**src/rtl/shift_reg_tx.sv**
```systemverilog
// shift_reg_tx: transmit end of the lab serial link.
//   Captures a WIDTH-bit word when start_i is seen in IDLE and shifts it out MSB
//   first, one bit every DIV clocks. The bit order suits an LSB-entry serial-in
//   register on the receiving side, which holds the word unchanged after
//   all the strobed shifts.
//
// Optional feature macro: SHIFT_TX_PARITY_EN
//   When defined, an even-parity bit (XOR of the captured word) is appended after
//   the LSB as an extra bit period, so each frame carries WIDTH+1 bits.
//
// Ports:
//   clk_i      system clock, rising edge
//   rst_ni     asynchronous reset, active low
//   start_i    transmission request, sampled only in IDLE
//   data_in_i  word to send, captured on the accepting edge
//   ser_out_o  serial data, MSB first (0 when idle)
//   bit_stb_o  1-cycle pulse in the last cycle of each bit period
//   busy_o     high while a frame is being shifted
//   done_o     1-cycle pulse in the cycle after the final bit period
module shift_reg_tx #(
  parameter int WIDTH = 10,
  parameter int DIV   = 1
) (
  input  logic             clk_i,
  input  logic             rst_ni,
  input  logic             start_i,
  input  logic [WIDTH-1:0] data_in_i,
  output logic             ser_out_o,
  output logic             bit_stb_o,
  output logic             busy_o,
  output logic             done_o
);

`ifdef SHIFT_TX_PARITY_EN
  localparam int NBITS = WIDTH + 1;
`else
  localparam int NBITS = WIDTH;
`endif
  localparam int DW = (DIV > 1) ? $clog2(DIV) : 1;
  localparam int BW = $clog2(NBITS + 1);
  localparam logic [DW-1:0] DIV_LAST = DW'(DIV - 1);
  localparam logic [BW-1:0] BIT_LAST = BW'(NBITS - 1);

  typedef enum logic {
    IDLE  = 1'b0,
    SHIFT = 1'b1
  } state_e;

  state_e           state_q, state_d;
  logic [NBITS-1:0] shreg_q, shreg_d;
  logic [BW-1:0]    bit_cnt_q, bit_cnt_d;
  logic [DW-1:0]    div_cnt_q, div_cnt_d;
  logic             done_q, done_d;
  logic [NBITS-1:0] load_word;
  logic             bit_stb;

  // The parity bit is computed from the word as captured and sits in the LSB
  // slot, so it leaves the line after all data bits.
`ifdef SHIFT_TX_PARITY_EN
  assign load_word = {data_in_i, ^data_in_i};
`else
  assign load_word = data_in_i;
`endif

  // State and datapath registers; reset abandons any frame in flight, and
  // clearing done_q here guarantees an aborted frame never reports done.
  always_ff @(posedge clk_i or negedge rst_ni) begin
    if (!rst_ni) begin
      state_q   <= IDLE;
      shreg_q   <= '0;
      bit_cnt_q <= '0;
      div_cnt_q <= '0;
      done_q    <= 1'b0;
    end else begin
      state_q   <= state_d;
      shreg_q   <= shreg_d;
      bit_cnt_q <= bit_cnt_d;
      div_cnt_q <= div_cnt_d;
      done_q    <= done_d;
    end
  end

  // Next-state logic. The strobe marks the final cycle of a bit period; on
  // that edge the register shifts (zero fill) and the bit counter advances.
  always_comb begin
    state_d   = state_q;
    shreg_d   = shreg_q;
    bit_cnt_d = bit_cnt_q;
    div_cnt_d = div_cnt_q;
    done_d    = 1'b0;
    bit_stb   = 1'b0;
    case (state_q)
      IDLE: begin
        if (start_i) begin
          shreg_d   = load_word;
          bit_cnt_d = '0;
          div_cnt_d = '0;
          state_d   = SHIFT;
        end
      end
      SHIFT: begin
        if (div_cnt_q == DIV_LAST) begin
          bit_stb   = 1'b1;
          shreg_d   = {shreg_q[NBITS-2:0], 1'b0};
          div_cnt_d = '0;
          bit_cnt_d = bit_cnt_q + 1'b1;
          if (bit_cnt_q == BIT_LAST) begin
            state_d = IDLE;
            done_d  = 1'b1;
          end
        end else begin
          div_cnt_d = div_cnt_q + 1'b1;
        end
      end
      default: state_d = IDLE;
    endcase
  end

  assign busy_o    = (state_q == SHIFT);
  assign ser_out_o = (state_q == SHIFT) & shreg_q[NBITS-1];
  assign bit_stb_o = bit_stb;
  assign done_o    = done_q;

endmodule

```
**config.mk**
```make
export PLATFORM = sky130hd
export DESIGN_NAME = shift_reg_tx
export DESIGN_NICKNAME = d
export VERILOG_FILES = /design/src/rtl/shift_reg_tx.sv
export SDC_FILE = /design/constraint.sdc
export NUM_CORES = 1
export LEC_CHECK = 0
export CAP_MARGIN = 30
export CORE_MARGIN = 2
export CORE_UTILIZATION = 42
export DETAILED_ROUTE_END_ITERATION = 12
export PLACE_DENSITY = 0.72
export SLEW_MARGIN = 20
export SYNTH_ARGS = -nofsm -noshare
export SYNTH_HDL_FRONTEND = slang
export SYNTH_SLANG_ARGS = --single-unit
```
**constraint.sdc**
```tcl
create_clock -name clk_i -period 1.05 [get_ports clk_i]
set_clock_uncertainty 0.1 [all_clocks]
set_input_delay 0.21 -clock clk_i [delete_from_list [all_inputs] [get_ports clk_i]]
set_output_delay 0.21 -clock clk_i [all_outputs]
set_load 0.03 [all_outputs]
```
### After elaboration in Yosys (flattened, before gate mapping)

Cells that the tools add are included.

| operators by class | value |
|---|---|
| add/subtract/negate cells | 2 |
| equality and inequality tests | 3 |
| mux-type cells | 18 |
| bitwise logic cells | 2 |
| reductions and logical operators | 1 |

Operators by type and width:

| kind | count |
|---|---|
| 2-to-1 mux 10 bit | 2 |
| case mux 10 bit (2 select lines) | 1 |
| 2-to-1 mux 1 bit | 10 |
| 2-to-1 mux 4 bit | 2 |
| case mux 4 bit (2 select lines) | 1 |
| adder 4 x 1 -> 4 bit, second input constant | 1 |
| == test 4 bit, second input constant | 1 |
| inequality test 2 bit, second input constant | 2 |
| case mux 1 bit (2 select lines) | 2 |
| AND reduction 2 bit | 1 |
| adder 1 bit, second input constant | 1 |
| AND 1 bit | 1 |
| NOT 1 bit | 1 |

| storage, ports and cells | value |
|---|---|
| register bits | 17 |
| input port bits | 13 |
| output and inout bits | 4 |
| logic and storage cells | 31 |

### Depth between registers and ports, before layout

Gate-level depths: netlist of the first run.

| logic depth | value |
|---|---|
| depth after elaboration | 4 |
| mapped depth | 4 |
| mapped depth without buffers | 4 |

### Worst setup path after synthesis of the first run

No wires, ideal clock.

| path | value |
|---|---|
| path kind | register to output |
| start point | register state_q, in the netlist busy_o |
| end point | output port ser_out_o |
| data arrival time | 1.190 ns |
| required time | 0.740 ns |
| slack | -0.450 ns |
| cell stages (with the launch flop) | 4 |
| path buffers | 2 |
| cells stage by stage | dfrtp_1 -> buf_4 -> buf_2 -> and2_1 |

| on the way | value |
|---|---|
| word-level cells in the longest chain between the ends | 1 |

RTL lines:

| what | line | text |
|---|---|---|
| start, declared | 49 | `state_e state_q, state_d;` |
| start signal, assigned | 75 | `state_q <= state_d;` |
| AND 1 bit | 120 | `assign ser_out_o = (state_q == SHIFT) & shreg_q[NBITS-1];` |
| end, declared | 28 | `output logic ser_out_o,` |

Every way passes these cells.

### Final worst setup path of the first run

Same ends and word-level chain as after synthesis.

==> qor.txt, run 1 <==
area of the mapped netlist -> 737 sq um
post-synth top area cell -> dfrtp_1
Net Count, Synth -> 80
starting DRC count in detailed routing -> 8
Yosys warning count -> 0
status -> finished with violations
P&R area growth vs syn -> 44.7%
placed standard-cell area -> 948 sq um
HP Class -> in -> async
NumNets Final -> 104
chip width -> 45.9 um
DRT Wirelength -> 1440 um
vias per cell -> 5.11
final hold viol count -> 0
later-pin clock latency in the skew report -> 280 ps
row cnt -> 15
# DRC -> 0
Switching Fraction -> 35.1%
fraction of layout cells with a size suffix above 1 -> 29.5%
relative slew slack -> 82.9%
Syn Inst Count -> 65
syn avg cell area -> 11.3 sq um
Int Pwr -> 0.00176 W
number of hold buffers added after cts -> 0
first-pass GRT wire length -> 2260 um
core region area -> 0.00169 sq mm
Die ar. -> 0.00211 sq mm
Final Setup Violations -> 19
CP Data Required Time -> 740 ps
hold slack -> 150 ps
Worst-path clk slew -> 90 ps
total power draw -> 0.00271 W
antenna-violating nets left -> 0
multi-input logic area -> 337 sq um
largest net degree at the start of global routing -> 20
Die H -> 45.9 um
Worst setup EP type -> output pin
crit start category -> flop
CTS sink cnt -> 16
fmax -> 774 MHz
Clock Tree Root -> clkbuf_4
GR Overflow Total -> 0
pwr/cell area -> 2540 mW/mm^2
combinational share of power -> 49.5%
reg2reg setup slack -> -160 ps
final setup margin -> -243 ps
Yosys reg bits -> 16
DPL Wire Length -> 908 um
Netlist cell types -> 20
power share of the sequential group -> 38.3%
vias in the first global route -> 522
proportion of netlist area held by the largest area contributor -> 54.3%
DP Worst Slack -> -385 ps
register area share after synthesis -> 54.3%
switching pwr -> 0.000950 W
design area -> 0.00107 sq mm
crit path max fanout -> 4
largest cells by area after synthesis -> dfrtp_1, mux2i_1, o21ai_1, nand2_1, ha_1
post-DR wirelength/cell -> 13.7 um
Worst-Margin Slew -> 256 ps
crit path kind -> reg -> out
non-filler instance count after layout -> 105
Reg2Reg Depth -> 3
min Tclk post-route -> 1290 ps
deepest level of the CTS H-tree -> 1
I/O Pins -> 17
antenna violations before repair -> 0
crit path DAT -> 980 ps
via count -> 537
Filler Cell Count -> 128
CTS buffer count -> 3
Register Area -> 403 sq um
Cells after DPL -> 99
failing checks -> setup timing
gpl congestion -> 0.750
clk buf depth -> 2
count of pins over their slew limit -> 0
peak supply drop -> 1.20 mV
Tcrit/Tclk final -> 123%
router iterations before antenna repair -> 4
Global Route Usage Sum -> 15.1%
RR Endpoint -> bit_cnt_q[0]
RSZ-0062 raised after global routing -> yes
Max Cap Viol -> 0
Initial Util -> 43.6%
RR Startpoint -> busy_o
CTS tree -> yes
Clock power frac -> 12.2%
IO Port Bufs -> 16
P_leak -> 0.498 nW
ANT cells -> 0
## cells by family (layout without fill, tap and decap cells)
family / count (synthesis) / count (layout) / share of synthesized area [%]
flip-flops: 16 / 16 / 54.3
AND/OR/NAND/NOR: 16 / 16 / 9.85
AO/OA/AOI/OAI: 12 / 12 / 9.51
multiplexers: 11 / 11 / 15.1
buffers and inverters: 6 / 29 / 5.43
adder cells (fa/ha/maj): 2 / 2 / 3.40
XOR/XNOR: 2 / 2 / 2.38
## cell type report
type / instances / share of cell area [%]
flip-flops and latches: 16 / 37.8
multi-input cells: 43 / 31.6
well taps: 17 / 2.00
clock buffers: 4 / 2.46
inverters: 1 / 0.352
repair buffers: 24 / 25.8
## timing repair
item,CTS,global route
pin swaps,3,2
setup buffers,2,0
endpoints found under the hold margin,0,0
gates cloned,0,1
endpoints found under the setup margin,19,20
resized for setup,10,6
## how the worst max path moves through the flow
stage | cells past startpoint | start | slack (ps) | endpoint
final | 2 | busy_o | -240 | ser_out_o
after global routing | 2 | busy_o | -290 | ser_out_o
after CTS | 2 | busy_o | -250 | ser_out_o
after detailed placement | 4 | start_i | -390 | shreg_q[6]
after global placement | 4 | start_i | -370 | shreg_q[6]
after floorplan | 3 | busy_o | -190 | ser_out_o
## layout by cell type, fill, tap and decap left out, drive strengths merged, types with 2 or more instances in the layout
master,synthesis,final
dfrtp,16,16
clkdlybuf4s50,0,11
buf,5,11
mux2i,10,10
nand2,9,9
o21ai,9,9
clkbuf,0,5
nor2,3,3
a22o,2,2
ha,2,2
## worst max-delay path: stages, from the launching register on
cell and delay (ps):
dfrtp_2 440, and2_4 140, buf_6 130
## through the flow
stage | TNS [ps] | utilization, %
4_1_cts | -2740 | 60.4
3_5_place_dp | -4860 | 56.1
6_report | -1670 | 63.1
5_1_grt | -2480 | 63.1
3_3_place_gp | -4650 | 56.1
2_1_floorplan | -888 | -
## cell usage after synthesis
cell type,instances
a22o_1,2
and2_1,1
and4b_1,1
buf_2,2
buf_4,2
buf_6,1
dfrtp_1,16
ha_1,2
inv_1,1
mux2_2,1
mux2i_1,10
nand2_1,9
nand2b_1,1
nand3_1,1
nor2_1,3
o21ai_0,1
o21ai_1,8
o31ai_1,1
xnor2_1,1
xor2_1,1
## flip-flops by register name, indices dropped and copies added (netlist names)
register   count
busy_o         1
bit_cnt_q      4
shreg_q       10
done_o         1
## power by group through the flow
stage	combinational, W	clock (W)	sequential (W)
after floorplan	0.000703	0	0.00104
after global placement	0.000958	0	0.00104
after detailed placement	0.000995	0	0.00104
after CTS	0.00117	0.000340	0.00102
after global routing	0.00145	0.000366	0.00107
final	0.00134	0.000330	0.00104
## per-layer routing
metal,global-route usage (%),routed length [um],vias to the layer above
met3,2.38,55,2
met4,8.57,19,0
met5,0,0,-
met2,23.6,707,12
met1,19.6,652,254
li1,-,-,269
Note: power is estimated with default switching activity, not from simulation.
==> run 2, diff against run 1 <==
- CAP_MARGIN: 30 -> 5
- SKIP_LAST_GASP: default -> 1
- SLEW_MARGIN: 20 -> 10
==> run 2 against run 1 <==
Hold slack about the same. Largest cell class unchanged. The run still ends with setup timing left. Register-to-register slack about the same. Clock power about the same. Sequential cell count unchanged. Clock-buffer cell count unchanged. Sequential power about the same. Cell count unchanged. Critical path type unchanged.
==> qor.txt, run 2 (synthesized netlist as in run 1, its figures left out) <==
status -> finished with violations
failing checks -> setup timing
core region area -> 0.00169 sq mm (unchanged)
Final Setup Violations -> 19 (unchanged)
final setup margin -> -243 ps (-0.00300 ps)
Worst setup EP type -> output pin
Switching Fraction -> 35.1% (+0.056 points)
Largest regs -> shreg_q (10), bit_cnt_q (4)
NumNets Final -> 104 (unchanged)
delay-heaviest family, CP -> flip-flops
row cnt -> 15 (unchanged)
Biggest register -> shreg_q
Die ar. -> 0.00211 sq mm (unchanged)
ANT cells -> 0 (unchanged)
fmax -> 774 MHz (about the same)
max incr delay on CP -> 440 ps (about the same)
crit start category -> flop
later-pin clock latency in the skew report -> 280 ps (about the same)
CTS tree -> yes
setup TNS -> -1670 ps (-7.80 ps)
most frequent cells in the layout -> dfrtp_1, clkdlybuf4s50_1, mux2i_1, nand2_1, o21ai_1
GR Overflow Total -> 0 (unchanged)
switching pwr -> 0.000950 W (about the same)
pwr/cell area -> 2540 mW/mm^2 (about the same)
P_leak -> 0.499 nW (+0.20%)
max reg flops -> 10 (unchanged)
CTS buffer count -> 3 (unchanged)
total power draw -> 0.00270 W (-0.16%)
Clock power frac -> 12.2% (about the same)
peak supply drop -> 1.18 mV (-1.2%)
relative slew slack -> 82.9% (unchanged)
chip width -> 45.9 um (unchanged)
clk buf depth -> 2 (unchanged)
P&R area growth vs syn -> 44.5%
DRT Wirelength -> 1440 um (unchanged)
Initial Util -> 43.6% (unchanged)
Worst path slowest cell -> dfrtp_2
deepest level of the CTS H-tree -> 1 (unchanged)
Tcrit/Tclk final -> 123% (about the same)
Max Cap Viol -> 0 (unchanged)
IO Port Bufs -> 16 (unchanged)
combinational share of power -> 49.6% (about the same)
largest net degree at the start of global routing -> 20 (unchanged)
crit path kind -> reg -> out
RSZ-0062 raised after global routing -> yes
vias per cell -> 5.11 (unchanged)
fraction of layout cells with a size suffix above 1 -> 28.4% (-1.1 points)
crit path DAT -> 980 ps (about the same)
Clock Tree Root -> clkbuf_4
RR Startpoint -> busy_o
Worst Path Buf+Inv -> 1 (unchanged)
vias in the first global route -> 522 (unchanged)
antenna violations before repair -> 0 (unchanged)
post-DR wirelength/cell -> 13.7 um (unchanged)
multi-input logic area -> 337 sq um (unchanged)
Int Pwr -> 0.00175 W (-0.25%)
chain of cells forming the critical path -> and2_4 > buf_6
most common cell after layout, fill and taps aside -> dfrtp_1
CTS sink cnt -> 16 (unchanged)
final hold viol count -> 0 (unchanged)
first-pass GRT wire length -> 2260 um (unchanged)
design area -> 0.00106 sq mm (-0.12%)
Register Area -> 402 sq um (-0.31%)
utilization after layout -> 63.0% (-0.074 points)
I/O Pins -> 17 (unchanged)
CP Launch Point -> busy_o
Die H -> 45.9 um (unchanged)
power share of the sequential group -> 38.2% (about the same)
gpl congestion -> 0.750 (unchanged)
crit path max fanout -> 4 (unchanged)
placed standard-cell area -> 948 sq um (unchanged)
antenna-violating nets left -> 0 (unchanged)
DPL Wire Length -> 908 um (unchanged)
router iterations before antenna repair -> 4 (unchanged)
Worst-Margin Slew -> 256 ps (unchanged)
CP Data Required Time -> 740 ps (about the same)
non-filler instance count after layout -> 105 (unchanged)
# DRC -> 0 (unchanged)
Filler Cell Count -> 129 (+0.78%)
Global Route Usage Sum -> 15.1% (unchanged)
Worst-path clk slew -> 90 ps (about the same)
Cells after DPL -> 99 (unchanged)
HP Class -> in -> async
starting DRC count in detailed routing -> 8 (unchanged)
min Tclk post-route -> 1290 ps (+0.00300 ps)
via count -> 537 (unchanged)
count of pins over their slew limit -> 0 (unchanged)
==> run 2: changes by cell type in the layout (fill, tap and decap cells not counted) <==
cell / change
dfrtp_2: -1
dfrtp_1: +1
==> run 2: path summary, 6_finish.rpt <==
| check | depth (start not counted) | endpoint | slack, ps |
|---|---|---|---|
| max | 2 | ser_out_o | -240 |
| min | 2 | bit_cnt_q[2] | 150 |
| max in group asynchronous | 2 | busy_o | 570 |
| min reg2reg | 2 | shreg_q[6] | 390 |
| max reg2reg | 3 | bit_cnt_q[0] | -160 |
| min in group clk_i | 2 | bit_cnt_q[1] | 290 |
==> run 2: area by class of cell <==
type / count / area share, %
Clock buffer: 4 / 2.47
Inverter: 1 / 0.353
Multi-Input combinational cell: 43 / 31.6
Sequential cell: 16 / 37.7
Tap cell: 17 / 2.00
Timing Repair Buffer: 24 / 25.9
==> run 2: power groups by stage <==
| stage | combinational [W] | clock [W] | sequential, W |
|---|---|---|---|
| finish | 0.00134 | 0.000330 | 0.00103 |
| global route | 0.00145 | 0.000366 | 0.00107 |
| CTS | 0.00117 | 0.000340 | 0.00102 |
| detailed placement | 0.000995 | 0 | 0.00104 |
| global placement | 0.000958 | 0 | 0.00104 |
| floorplan | 0.000703 | 0 | 0.00104 |
==> run 2: repair_timing <==
item	4_1_cts	5_1_grt
endpoints found under the hold margin	0	0
setup endpoints to repair	19	20
gates resized for setup	10	5
hold buffers	0	0
gates cloned	0	1
pin swaps	3	2
buffers inserted	2	0
==> run 2: metrics by stage <==
step           setup slack [ps]  hold slack [ps]
6_report                   -243              150
5_1_grt                    -286              156
4_1_cts                    -253              150
3_5_place_dp               -385              377
3_3_place_gp               -366              368
2_1_floorplan              -187             -186
==> run 2: metal layers <==
metal | up-vias | track usage, % | part of all wire, %
li1 | 269 | - | -
met1 | 254 | 19.6 | 45
met2 | 12 | 23.6 | 49
met3 | 2 | 2.38 | 3.8
met4 | 0 | 8.57 | 1.3
met5 | - | 0 | 0
